File: src/rtl/serial_adder_if.sv
// Operand/result handshake bundle for serial_adder.
//   master : producer/consumer side (drives operands, accepts results)
//   slave  : adder side (accepts operands, presents results)
// Signals: in_valid/in_ready/a/b/cin carry operands in; out_valid/out_ready/sum/cout
// carry the registered result out.
interface serial_adder_if #(
  parameter int unsigned WIDTH = 8
);
  logic             in_valid;
  logic             in_ready;
  logic [WIDTH-1:0] a;
  logic [WIDTH-1:0] b;
  logic             cin;
  logic             out_valid;
  logic             out_ready;
  logic [WIDTH-1:0] sum;
  logic             cout;

  modport master (
    output in_valid, a, b, cin, out_ready,
    input  in_ready, out_valid, sum, cout
  );

  modport slave (
    input  in_valid, a, b, cin, out_ready,
    output in_ready, out_valid, sum, cout
  );
endinterface

File: src/rtl/serial_adder.sv
// Bit-serial LSB-first adder: one full-adder slice (two half adders plus carry OR) and a
// carry flop reused over WIDTH cycles.
// Ports:
//   clk  - rising-edge clock
//   rst  - synchronous active-high reset
//   bus  - serial_adder_if.slave: operand handshake in, result handshake out
//          (in_ready high only in IDLE, out_valid high only in DONE)
module serial_adder #(
  parameter int unsigned WIDTH = 8
) (
  input logic           clk,
  input logic           rst,
  serial_adder_if.slave bus
);

  localparam int unsigned CntW = (WIDTH > 1) ? $clog2(WIDTH) : 1;

  typedef enum logic [1:0] {StIdle, StRun, StDone} state_e;

  state_e           state_q, state_d;
  logic [WIDTH-1:0] a_q, a_d;
  logic [WIDTH-1:0] b_q, b_d;
  logic [WIDTH-1:0] res_q, res_d;
  logic [WIDTH-1:0] sum_q, sum_d;
  logic             carry_q, carry_d;
  logic             cout_q, cout_d;
  logic [CntW-1:0]  cnt_q, cnt_d;

  // Full-adder slice built from two half-adder stages.
  logic ha0_s, ha0_c, ha1_s, ha1_c, bit_c;
  assign ha0_s = a_q[0] ^ b_q[0];
  assign ha0_c = a_q[0] & b_q[0];
  assign ha1_s = ha0_s ^ carry_q;
  assign ha1_c = ha0_s & carry_q;
  assign bit_c = ha0_c | ha1_c;

  // New sum bit enters at the MSB; written as a shift so WIDTH=1 needs no special case.
  logic [WIDTH-1:0] res_shift;
  assign res_shift = (res_q >> 1) | (WIDTH'(ha1_s) << (WIDTH - 1));

  always_comb begin
    state_d = state_q;
    a_d     = a_q;
    b_d     = b_q;
    res_d   = res_q;
    sum_d   = sum_q;
    carry_d = carry_q;
    cout_d  = cout_q;
    cnt_d   = cnt_q;
    unique case (state_q)
      StIdle: begin
        if (bus.in_valid) begin
          a_d     = bus.a;
          b_d     = bus.b;
          carry_d = bus.cin;
          res_d   = '0;
          cnt_d   = '0;
          state_d = StRun;
        end
      end
      StRun: begin
        res_d   = res_shift;
        a_d     = a_q >> 1;
        b_d     = b_q >> 1;
        carry_d = bit_c;
        cnt_d   = cnt_q + CntW'(1);
        if (cnt_q == CntW'(WIDTH - 1)) begin
          sum_d   = res_shift;
          cout_d  = bit_c;
          state_d = StDone;
        end
      end
      StDone: begin
        if (bus.out_ready) state_d = StIdle;
      end
      default: state_d = StIdle;
    endcase
  end

  always_ff @(posedge clk) begin
    if (rst) begin
      state_q <= StIdle;
      a_q     <= '0;
      b_q     <= '0;
      res_q   <= '0;
      sum_q   <= '0;
      carry_q <= 1'b0;
      cout_q  <= 1'b0;
      cnt_q   <= '0;
    end else begin
      state_q <= state_d;
      a_q     <= a_d;
      b_q     <= b_d;
      res_q   <= res_d;
      sum_q   <= sum_d;
      carry_q <= carry_d;
      cout_q  <= cout_d;
      cnt_q   <= cnt_d;
    end
  end

  assign bus.in_ready  = (state_q == StIdle);
  assign bus.out_valid = (state_q == StDone);
  assign bus.sum       = sum_q;
  assign bus.cout      = cout_q;

endmodule
File: src/flat_wrapper.sv
// flat-port wrapper written by rule: the top's interface ports become plain ports
module serial_adder_flat 
#(
  parameter int unsigned WIDTH = 8
)
  (clk, rst, bus_in_valid, bus_a, bus_b, bus_cin, bus_out_ready, bus_in_ready, bus_out_valid, bus_sum, bus_cout);
  serial_adder_if #(.WIDTH(WIDTH)) bus_i ();
  input logic clk;
  input logic rst;
  input wire logic [$bits(bus_i.in_valid)-1:0] bus_in_valid;
  input wire logic [$bits(bus_i.a)-1:0] bus_a;
  input wire logic [$bits(bus_i.b)-1:0] bus_b;
  input wire logic [$bits(bus_i.cin)-1:0] bus_cin;
  input wire logic [$bits(bus_i.out_ready)-1:0] bus_out_ready;
  output wire logic [$bits(bus_i.in_ready)-1:0] bus_in_ready;
  output wire logic [$bits(bus_i.out_valid)-1:0] bus_out_valid;
  output wire logic [$bits(bus_i.sum)-1:0] bus_sum;
  output wire logic [$bits(bus_i.cout)-1:0] bus_cout;
  assign bus_i.in_valid = bus_in_valid;
  assign bus_i.a = bus_a;
  assign bus_i.b = bus_b;
  assign bus_i.cin = bus_cin;
  assign bus_i.out_ready = bus_out_ready;
  assign bus_in_ready = bus_i.in_ready;
  assign bus_out_valid = bus_i.out_valid;
  assign bus_sum = bus_i.sum;
  assign bus_cout = bus_i.cout;
  serial_adder #(.WIDTH(WIDTH)) u_core (.clk(clk), .rst(rst), .bus(bus_i));
endmodule
File: config.mk
export PLATFORM = sky130hd
export DESIGN_NAME = serial_adder_flat
export DESIGN_NICKNAME = d
export VERILOG_FILES = /design/src/rtl/serial_adder_if.sv /design/src/rtl/serial_adder.sv /design/src/flat_wrapper.sv
export SDC_FILE = /design/constraint.sdc
export NUM_CORES = 1
export LEC_CHECK = 0
export ABC_AREA = 1
export BUFFER_PORTS_ARGS = -buffer_cell sky130_fd_sc_hd__buf_2
export CAP_MARGIN = 30
export CORE_ASPECT_RATIO = 1.2
export CORE_MARGIN = 4
export CORE_UTILIZATION = 55
export DETAILED_ROUTE_END_ITERATION = 7
export PLACE_DENSITY = 0.8
export SLEW_MARGIN = 25
export SYNTH_ARGS = -nofsm -noshare
export SYNTH_HDL_FRONTEND = slang
export SYNTH_SLANG_ARGS = --single-unit
File: constraint.sdc
create_clock -name clk -period 2.7 [get_ports clk]
set_clock_uncertainty 0.1 [all_clocks]
set_input_delay 0.54 -clock clk [delete_from_list [all_inputs] [get_ports clk]]
set_output_delay 0.54 -clock clk [all_outputs]
set_load 0.02 [all_outputs]
* Word level (Yosys, flattened, before mapping)
Index checks and enable logic that the tools add are counted.
Storage, ports and cells: flip-flop bits (word level) 39, latch bits 0, RAM bits 0, ROM bits 0, input bits 21, output and inout bits 11, word-level logic and storage cells 40, memories 0
Cells by class: $add $sub $neg 1, multipliers 0, divide/modulo/power cells 0, $lt $le $gt $ge 0, equal/unequal tests 6, shift operators 0, muxes and demuxes 14, bitwise gates (word level) 6, reduce and logical (&&, ||, !) cells 5
Operators with widths (count):
- $pmux W8 S2 | 3
- $mux W8 | 3
- $or A7 B8 Y8 | 1
- $mux W2 | 3
- $pmux W2 S3 | 1
- $pmux W3 S2 | 1
- $ne A2 B2 Y1 const B | 2
- $reduce_and A2 Y1 | 2
- $add A3 B1 Y3 const B | 1
- $eq A3 B3 Y1 const B | 1
- $mux W3 | 1
- $reduce_and A3 Y1 | 1
- $and A1 B1 Y1 | 2
- $eq A2 B1 Y1 const B | 1
- $eq A2 B2 Y1 const B | 1
- $logic_not A2 Y1 | 1
- $ne A2 B1 Y1 const B | 1
- $pmux W1 S2 | 1
- $reduce_bool A2 Y1 | 1
- $xor A1 B1 Y1 | 2
- $mux W1 | 1
- $or A1 B1 Y1 | 1

* Depth between registers and ports, before layout
Gate-level depths: netlist of run 1.
depth after elaboration 4, depth in mapped cells 8

* Least setup slack after synthesis of run 1
Ideal clock, no wire load.
kind reg2out, start register u_core.state_q[0], end output port bus_in_ready, data arrival time 0.757 ns, setup slack 1.303 ns, cell stages (with the launch flop) 2, path buffers 0, path through dfxtp_1 > nor2_1
On the way: word-level cells in the longest chain between the ends 1
RTL lines:
- start: declaration | RTL line serial_adder.sv:20 | state_e state_q, state_d;
- start signal: assignment | RTL line serial_adder.sv:82 | state_q <= StIdle;
- start signal: assignment | RTL line serial_adder.sv:91 | state_q <= state_d;
- $logic_not A2 Y1 | RTL line serial_adder.sv:102 | assign bus.in_ready = (state_q == StIdle);
- end: declaration | RTL line flat_wrapper.sv:15 | output wire logic [$bits(bus_i.in_ready)-1:0] bus_in_ready;
Every way passes these cells.

* Final worst setup path of run 1
Ends and elaborated chain as after synthesis.

==> results of run 1 <==
## cell families after synthesis
family                   after synthesis  share of synthesized area [%]
adder cells (fa/ha/maj)                3                           2.56
flip-flops                            38                           43.3
AND/OR/NAND/NOR                      116                           31.8
buffers and inverters                 45                           12.2
AO/OA/AOI/OAI                         35                           10.1
## worst max-delay path by stage
stage,startpoint,end,depth (start not counted)
finish,u_core.state_q[0],bus_in_ready,2
global placement,u_core.state_q[0],u_core.bus.cout,5
detailed placement,u_core.state_q[0],u_core.bus.sum[0],5
floorplan,u_core.state_q[0],bus_in_ready,1
CTS,u_core.state_q[0],bus_in_ready,2
global route,u_core.state_q[0],bus_in_ready,2
## power by group through the flow
stage,Combinational [mW],Clock (mW),Sequential [mW]
after floorplan,0.125,0,0.610
after global placement,0.144,0,0.617
after detailed placement,0.145,0,0.618
after CTS,0.146,0.386,0.605
after global routing,0.165,0.412,0.609
final,0.145,0.380,0.605
## flip-flops by register name (all words and copies together) (netlist names)
name and count:
u_core.a_q 8, u_core.b_q 8, u_core.bus.cout 1, u_core.bus.sum 8, u_core.carry_q 1, u_core.cnt_q 3
u_core.res_q 7, u_core.state_q 2
## through the flow
stage	area [um2]	cells	setup slack, ps	hold WS (ps)	util (%)
after floorplan	1760	237	1300	335	-
after global routing	1960	301	570	313	64.0
after global placement	1880	293	861	347	61.6
after detailed placement	1880	293	818	356	61.6
final	1960	301	684	332	64.0
after CTS	1960	301	668	322	64.0
## metal layers
metal  up-vias  global-route usage, %  wire, um
li1        817                      -         -
met1       687                   23.0      1560
met2        36                   28.4      1730
met3         6                   5.73       200
met4         0                   7.39        41
met5         -                      0         0
## final cells by class
| class | instances | area (um2) | area share, % |
|---|---|---|---|
| clock buffers | 7 | 45.0 | 2.30 |
| clock inverters | 1 | 30.0 | 1.53 |
| inverters | 31 | 116 | 5.95 |
| multi-input cells | 154 | 782 | 40.0 |
| flip-flops and latches | 38 | 761 | 38.9 |
| well taps | 36 | 45.0 | 2.30 |
| repair buffers | 34 | 178 | 9.08 |
## worst max-delay path: cells and delay by family, from the launching register on
family	cells	cell delay [ps]
flip-flops	1	630
buffers and inverters	1	200
AND/OR/NAND/NOR	1	190
## cell usage after synthesis (all sizes together)
cell | n | area, um2
buf | 8 | 76.3
nand3 | 50 | 295
inv | 31 | 116
fa | 1 | 20.0
ha | 2 | 25.0
a21oi | 31 | 155
clkbuf | 6 | 22.5
nor2 | 17 | 66.3
nand2 | 48 | 190
nor3b | 1 | 7.51
dfxtp | 38 | 761
o21a | 1 | 7.51
o21ai | 3 | 15.0
==> results.sh, run 1 <==
export IMPL_outcome="completed"
export IMPL_antenna_cells=0
export IMPL_fmax_mhz=496
export IMPL_whs_endpoint="u_core.b_q[7]"
export IMPL_cts_tree="built"
export IMPL_ctsHoldBuffers=0
export IMPL_placementRows=22
export IMPL_layout_drive_gt1_share_pct=20.8
export IMPL_start_kind="register"
export IMPL_finalPower_mw=1.13
export IMPL_rsz0062_at_grt="false"
export IMPL_comb_power_share_pct=12.9
export IMPL_drv_cap=0
export IMPL_layout_common_cells="nand2_1, nand3_1, dfxtp_1"
export IMPL_p_per_area_nw_per_um2=577
export IMPL_yosys_warnings=0
export IMPL_antenna_found_initial=0
export IMPL_ys_seq_area_share_pct=43.3
export IMPL_cts_made_buffers=5
export IMPL_drc=0
export IMPL_synthesis_nets=261
export IMPL_slew_headroom_pct=68.2
export IMPL_leakage_nw=0.898
export IMPL_clk_path_buf_depth=2
export IMPL_synth_cells=237
export IMPL_p_int_mw=0.839
export IMPL_yosysUniqueCellTypes=22
export IMPL_grt_pass1_wl_um=5990
export IMPL_final_common_cell="nand2_1"
export IMPL_ys_ff_latch=38
export IMPL_hold_class="in -> reg"
export IMPL_clock_sinks=38
export IMPL_pwr_share_clk_pct=33.6
export IMPL_holdPathStages=3
export IMPL_clockRootBuffer="clkbuf_4"
export IMPL_gp_congestion=0.801
export IMPL_min_from="bus_b[7]"
export IMPL_reg2reg_setup_slack_ps=810
export IMPL_tns_ps=0
export IMPL_num_io_pins=32
export IMPL_path_clk_slew_ps=110
export IMPL_avgRoutedWirePerCell_um=11.7
export IMPL_gr_usage_all_layers_pct=18.3
export IMPL_grt_pass1_vias=1390
export IMPL_numPortBuffers=31
export IMPL_routed_via_density=5.14
export IMPL_ant_nets=0
export IMPL_syn_area_per_cell_um2=7.42
export IMPL_post_route_period_util_pct=74.7
export IMPL_area_delta_synth_final_pct=11.3
export IMPL_die_x_um=59.6
export IMPL_arrival_ps=1380
export IMPL_postCtsSetupRepairBufs=0
export IMPL_cts_resized=0
export IMPL_slowest_stage="dfxtp_1"
export IMPL_initial_core_util_pct=57.5
export IMPL_first_pass_iters=5
export IMPL_tightest_slew_ps=477
export IMPL_wl_um=3530
export IMPL_clock_latency_ps=340
export IMPL_synth_area_um2=1760
export IMPL_drv_slew=0
export IMPL_cp_required_ps=2060
export IMPL_grt_max_degree=24
export IMPL_switching_share_pct=25.7
export IMPL_dr_first_iter_drc_count=89
export IMPL_post_route_min_period_ps=2020
export IMPL_htree_num_levels=2
export IMPL_gr_total_overflow=0
export IMPL_p_sw_mw=0.290
export IMPL_dieArea_um2=4170
export IMPL_core_area_um2=3060
export IMPL_crit_chain="nor2_1, buf_2"
export IMPL_worstSetupPathType="reg -> out"
export IMPL_ir_drop_uv=415
export IMPL_max_stage_delay_ps=630
export IMPL_nets=288
export IMPL_worst_path_max_fanout=15
export IMPL_die_y_um=69.9
export IMPL_worst_setup_path_end_kind="output pin"
export IMPL_finalHoldViolations=0
export IMPL_power_frac_seq_pct=53.6
export IMPL_r2r_end="u_core.bus.cout"
export IMPL_r2r_cells=5
export IMPL_rr_startpoint="u_core.state_q[0]"
export IMPL_hpwl_um=2510
export IMPL_fillers=279
export IMPL_setup_viol=0
export IMPL_routed_via_count=1546
No activity file was read; power rests on OpenSTA's default activity.
==> run 2, diff against run 1 <==
- ABC_AREA: 1 -> 0
- CORE_UTILIZATION: 55 -> 48
- PLACE_DENSITY: 0.8 -> 0.75
- clock period: 2.7 -> 1.6 ns (I/O delays scaled with it)
==> run 2 against run 1 <==
Compared with the run above:
- first-iteration DRC count is 42% lower
- combinational power is 71% higher
- largest power group unchanged
- via count is 18% lower
==> results.sh, run 2 <==
export IMPL_avgRoutedWirePerCell_um=13.0
export IMPL_synth_cells=171
export IMPL_cts_tree="built"
export IMPL_num_io_pins=32
export IMPL_ir_drop_uv=753
export IMPL_r2r_cells=5
export IMPL_worstSetupPathType="reg -> out"
export IMPL_htree_num_levels=2
export IMPL_yosysMostFrequentCell="dfxtp_1"
export IMPL_grt_max_degree=25
export IMPL_yosys_warnings=0
export IMPL_syn_area_per_cell_um2=9.75
export IMPL_die_y_um=72.6
export IMPL_ys_seq_area_share_pct=45.6
export IMPL_numPortBuffers=31
export IMPL_grt_pass1_wl_um=5250
export IMPL_final_core_util_pct=58.4
export IMPL_die_x_um=61.8
export IMPL_cts_made_buffers=5
export IMPL_yosysUniqueCellTypes=26
export IMPL_layout_drive_gt1_share_pct=31.0
export IMPL_initial_core_util_pct=50.0
export IMPL_reg2reg_setup_slack_ps=170
export IMPL_worst_path_max_fanout=12
export IMPL_arrival_ps=1100
export IMPL_drv_cap=0
export IMPL_ant_nets=0
export IMPL_critPathLaunch="u_core.state_q[0]"
export IMPL_r2r_end="u_core.bus.sum[0]"
export IMPL_setup_viol=0
export IMPL_gr_total_overflow=0
export IMPL_first_pass_iters=4
export IMPL_rsz0062_at_grt="false"
export IMPL_finalHoldViolations=0
export IMPL_clock_sinks=38
export IMPL_clk_path_buf_depth=2
export IMPL_synth_ff_type="dfxtp_1"
export IMPL_tightest_slew_ps=441
export IMPL_gr_usage_all_layers_pct=15.5
export IMPL_synth_simple_area_share_pct=15.9
export IMPL_start_kind="register"
export IMPL_rr_startpoint="u_core.cnt_q[0]"
export IMPL_path_clk_slew_ps=70
export IMPL_tns_ps=0
export IMPL_wl_um=3110
export IMPL_holdPathStages=3
export IMPL_antenna_found_initial=0
export IMPL_leakage_nw=0.809
export IMPL_synth_fa_ha_area_share_pct=2.70
export IMPL_outcome="completed"
export IMPL_ys_ff_latch=38
export IMPL_synth_area_um2=1670
export IMPL_synth_common_cells="dfxtp_1, nor2_1, a21oi_1, mux2i_1"
export IMPL_gp_congestion=0.721
export IMPL_dr_first_iter_drc_count=52
export IMPL_dieArea_um2=4490
export IMPL_post_route_period_util_pct=95.2
export IMPL_placementRows=23
export IMPL_postCtsSetupRepairBufs=0
export IMPL_clock_latency_ps=280
export IMPL_synth_compound_area_share_pct=21.3
export IMPL_hold_class="in -> reg"
export IMPL_core_area_um2=3340
export IMPL_fmax_mhz=657
export IMPL_synth_xor_area_share_pct=0
export IMPL_nets=226
export IMPL_yosys_mux_area_fraction_pct=7.20
export IMPL_layout_common_cells="dfxtp_1, nor2_1, buf_2"
export IMPL_drv_slew=0
export IMPL_async_reset_ff_share_pct=0
export IMPL_grt_pass1_vias=1195
export IMPL_area_delta_synth_final_pct=16.8
export IMPL_hpwl_um=2170
export IMPL_cp_required_ps=1180
export IMPL_drc=0
export IMPL_worst_setup_path_end_kind="output pin"
export IMPL_antenna_cells=0
export IMPL_yosysTopAreaCell="dfxtp_1"
export IMPL_slew_headroom_pct=70.6
export IMPL_synth_top_family_by_area="compound AO/OA/AOI/OAI gates"
export IMPL_synth_edff_count=0
export IMPL_synthesis_nets=195
export IMPL_cp_endpoint="bus_in_ready"
export IMPL_routed_via_count=1275
export IMPL_synth_top_cells_by_area="dfxtp_1, mux2i_1, nor2_1, a211oi_2, a22oi_1"
export IMPL_post_route_min_period_ps=1520
export IMPL_synth_top_area_share_pct=45.6
export IMPL_final_common_cell="dfxtp_1"
export IMPL_p_per_area_nw_per_um2=990
export IMPL_routed_via_density=5.31
export IMPL_clockRootBuffer="clkbuf_8"
==> run 2: cell types whose count changed after synthesis, sizes merged, moves of 9 or more <==
cell / previous run / this run
nor2: 17 / 31
nand2: 48 / 9
nand3: 50 / 9
inv: 31 / 5
mux2i: 0 / 12
a21oi: 31 / 12
a22oi: 0 / 9
a211oi: 0 / 12
==> run 2: worst max-delay path: stages (launching register included) <==
cell and delay [ps]:
dfxtp_2 360, buf_12 160, nor2_1 120, buf_2 180
==> run 2: worst min-delay path by stage <==
stage	startpoint	endpoint	slack [ps]
after CTS	bus_b[5]	u_core.b_q[5]	180
after global placement	u_core.bus.sum[7]	u_core.bus.sum[7]	340
after floorplan	u_core.res_q[1]	u_core.bus.sum[0]	340
after global routing	bus_b[6]	u_core.b_q[6]	190
after detailed placement	u_core.bus.sum[1]	u_core.bus.sum[1]	340
final	bus_b[5]	u_core.b_q[5]	190
==> run 2: cell type report <==
cell class,instances,area (um2)
fillers,309,1390
multi-input cells,115,788
clock inverters,1,5.00
well taps,37,46.3
flip-flops and latches,38,763
clock buffers,7,86.3
repair buffers,37,240
inverters,5,18.8
==> run 2: stage by stage <==
step / instance area, um2 / hold WS (ps) / power, mW / setup slack, ps / instances
after detailed placement: 1850 / 344 / 1.29 / 151 / 232
after CTS: 1950 / 183 / 1.95 / 16.4 / 240
final: 1950 / 189 / 1.93 / 77.1 / 240
after floorplan: 1670 / 343 / 1.22 / 252 / 171
after global routing: 1950 / 187 / 2.03 / 25.6 / 240
after global placement: 1850 / 340 / 1.28 / 213 / 232
==> run 2: metal layers <==
metal	global-route usage, %	vias up	share of wire (%)
met1	19.1	584	46
met4	6.37	0	2.2
li1	-	656	-
met5	0	-	0
met2	24.3	27	47
met3	5.31	8	5.0
==> run 2: repair_timing <==
action	in CTS	in global routing
hold buffers	0	0
resized for setup	3	1
endpoints found under the setup margin	2	1
==> run 2: where the power goes <==
| part | total (mW) | switching (mW) | leakage (nW) | internal (mW) |
|---|---|---|---|---|
| Sequential | 1.02 | 0.0281 | 0.312 | 0.991 |
| Clock | 0.661 | 0.313 | 0.0482 | 0.347 |
| Combinational | 0.248 | 0.131 | 0.449 | 0.117 |
==> run 2: kinds of logic (layout without fill, tap and decap cells) <==
logic type      count (synthesis)  count (layout)
compound gates                 41              41
fa+ha+maj                       3               3
flops                          38              38
mux                            12              12
buf+inv                        18              50
simple gates                   59              59
==> run 3, diff against run 2 <==
- ABC_AREA: 0 -> 1
- CORE_UTILIZATION: 48 -> 49
==> run 3 against run 2 <==
Compared with the run above:
- sequential share of layout area shrank 2.3 points
- via count grew 24%
- combinational power grew 9.7%
- core utilization grew 2.5 points
- setup slack gained 16 ps
- clock power grew 21%
- critical path type unchanged
- highest routed layer unchanged
==> results.sh, run 3 (synthesis gave the netlist of run 1 again) <==
export IMPL_die_y_um=73.6
export IMPL_layout_drive_gt1_share_pct=24.8
export IMPL_clockRootBuffer="clkbuf_8"
export IMPL_final_common_cell="nand2_1"
export IMPL_p_int_mw=1.56
export IMPL_avgRoutedWirePerCell_um=11.9
export IMPL_fmax_mhz=664
export IMPL_nets=297
export IMPL_cp_endpoint="bus_out_valid"
export IMPL_worst_setup_path_end_kind="output pin"
export IMPL_reg2reg_setup_slack_ps=180
export IMPL_layout_common_cells="nand2_1, nand3_1, dfxtp_1"
export IMPL_grt_pass1_vias=1488
export IMPL_cts_tree="built"
export IMPL_core_area_um2=3400
export IMPL_p_per_area_nw_per_um2=1010
export IMPL_worstSetupPathType="reg -> out"
export IMPL_cts_made_buffers=5
export IMPL_ant_nets=0
export IMPL_initial_core_util_pct=51.8
export IMPL_antenna_found_initial=0
export IMPL_start_kind="register"
export IMPL_clock_latency_ps=290
export IMPL_p_sw_mw=0.530
export IMPL_slew_headroom_pct=77.8
export IMPL_final_core_util_pct=60.9
export IMPL_pwr_share_clk_pct=38.3
export IMPL_gr_usage_all_layers_pct=18.3
export IMPL_r2r_cells=7
export IMPL_gp_congestion=0.807
export IMPL_tns_ps=0
export IMPL_dieArea_um2=4610
export IMPL_path_clk_slew_ps=70
export IMPL_clk_path_buf_depth=2
export IMPL_switching_share_pct=25.4
export IMPL_finalPower_mw=2.09
export IMPL_outcome="completed"
export IMPL_die_x_um=62.7
export IMPL_clock_sinks=38
export IMPL_r2r_end="u_core.bus.sum[5]"
export IMPL_dr_first_iter_drc_count=82
export IMPL_finalHoldViolations=0
export IMPL_post_route_min_period_ps=1510
export IMPL_first_pass_iters=5
export IMPL_drv_slew=0
export IMPL_power_frac_seq_pct=48.7
export IMPL_rr_startpoint="u_core.cnt_q[0]"
export IMPL_grt_max_degree=22
export IMPL_gr_total_overflow=0
export IMPL_tightest_slew_ps=332
export IMPL_hold_class="in -> reg"
export IMPL_critPathLaunch="u_core.state_q[1]"
export IMPL_comb_power_share_pct=13.0
export IMPL_routed_via_density=5.10
export IMPL_numPortBuffers=31
export IMPL_postCtsSetupRepairBufs=0
export IMPL_cp_required_ps=1180
export IMPL_setup_viol=0
export IMPL_drc=0
export IMPL_ir_drop_uv=493
export IMPL_arrival_ps=1090
export IMPL_min_from="rst"
export IMPL_worst_path_max_fanout=4
export IMPL_htree_num_levels=2
export IMPL_grt_pass1_wl_um=6500
export IMPL_placementRows=23
export IMPL_wl_um=3710
export IMPL_hpwl_um=2720
export IMPL_leakage_nw=0.961
export IMPL_area_delta_synth_final_pct=17.7
export IMPL_num_io_pins=32
export IMPL_drv_cap=0
export IMPL_post_route_period_util_pct=94.2
export IMPL_rsz0062_at_grt="false"
export IMPL_antenna_cells=0
export IMPL_routed_via_count=1585
==> run 3: what timing repair did <==
item | CTS | global route
endpoints found under the hold margin | 0 | 0
pin swaps | 0 | 0
setup endpoints to repair | 1 | 5
gates resized for setup | 1 | 2
hold buffers | 0 | 0
==> run 3: stage by stage <==
stage	instances	cell area (um2)	hold slack (ps)	setup slack [ps]
3_5_place_dp	303	1950	351	143
6_report	311	2070	122	93.4
2_1_floorplan	237	1760	335	210
5_1_grt	311	2070	143	15.8
4_1_cts	311	2060	112	45.3
3_3_place_gp	303	1950	348	170
==> run 3: power by group through the flow <==
stage / clock [mW] / combinational [mW] / sequential [mW]
after floorplan: 0 / 0.211 / 1.03
after global placement: 0 / 0.269 / 1.04
after detailed placement: 0 / 0.271 / 1.04
after CTS: 0.815 / 0.273 / 1.02
after global routing: 0.857 / 0.309 / 1.02
final: 0.801 / 0.272 / 1.02
==> run 3: critical path: stages (launching register included) <==
cell	delay (ps)
dfxtp_1	380
inv_2	70
nor2_1	150
buf_2	190
==> run 3: worst min path at each step <==
stage,end,slack [ps],depth (start not counted)
floorplan,u_core.cnt_q[0],330,1
global placement,u_core.cnt_q[0],350,1
detailed placement,u_core.bus.sum[5],350,2
global route,u_core.bus.sum[5],140,2
CTS,u_core.bus.sum[5],110,2
finish,u_core.bus.sum[5],120,2
==> run 3: per-layer routing <==
layer | global-route usage, % | vias up | part of all wire (%)
met2 | 29.3 | 50 | 47
met1 | 22.1 | 695 | 45
met4 | 10.0 | 0 | 2.3
met3 | 5.81 | 9 | 6.3
met5 | 0 | - | 0
li1 | - | 831 | -
==> run 3: layout make-up <==
class,instances,area (um2)
Sequential cell,38,762
Clock inverter,3,40.0
Tap cell,37,46.3
Inverter,31,116
Fill cell,307,1330
Clock buffer,5,68.8
Multi-Input combinational cell,154,790
Timing Repair Buffer,43,245
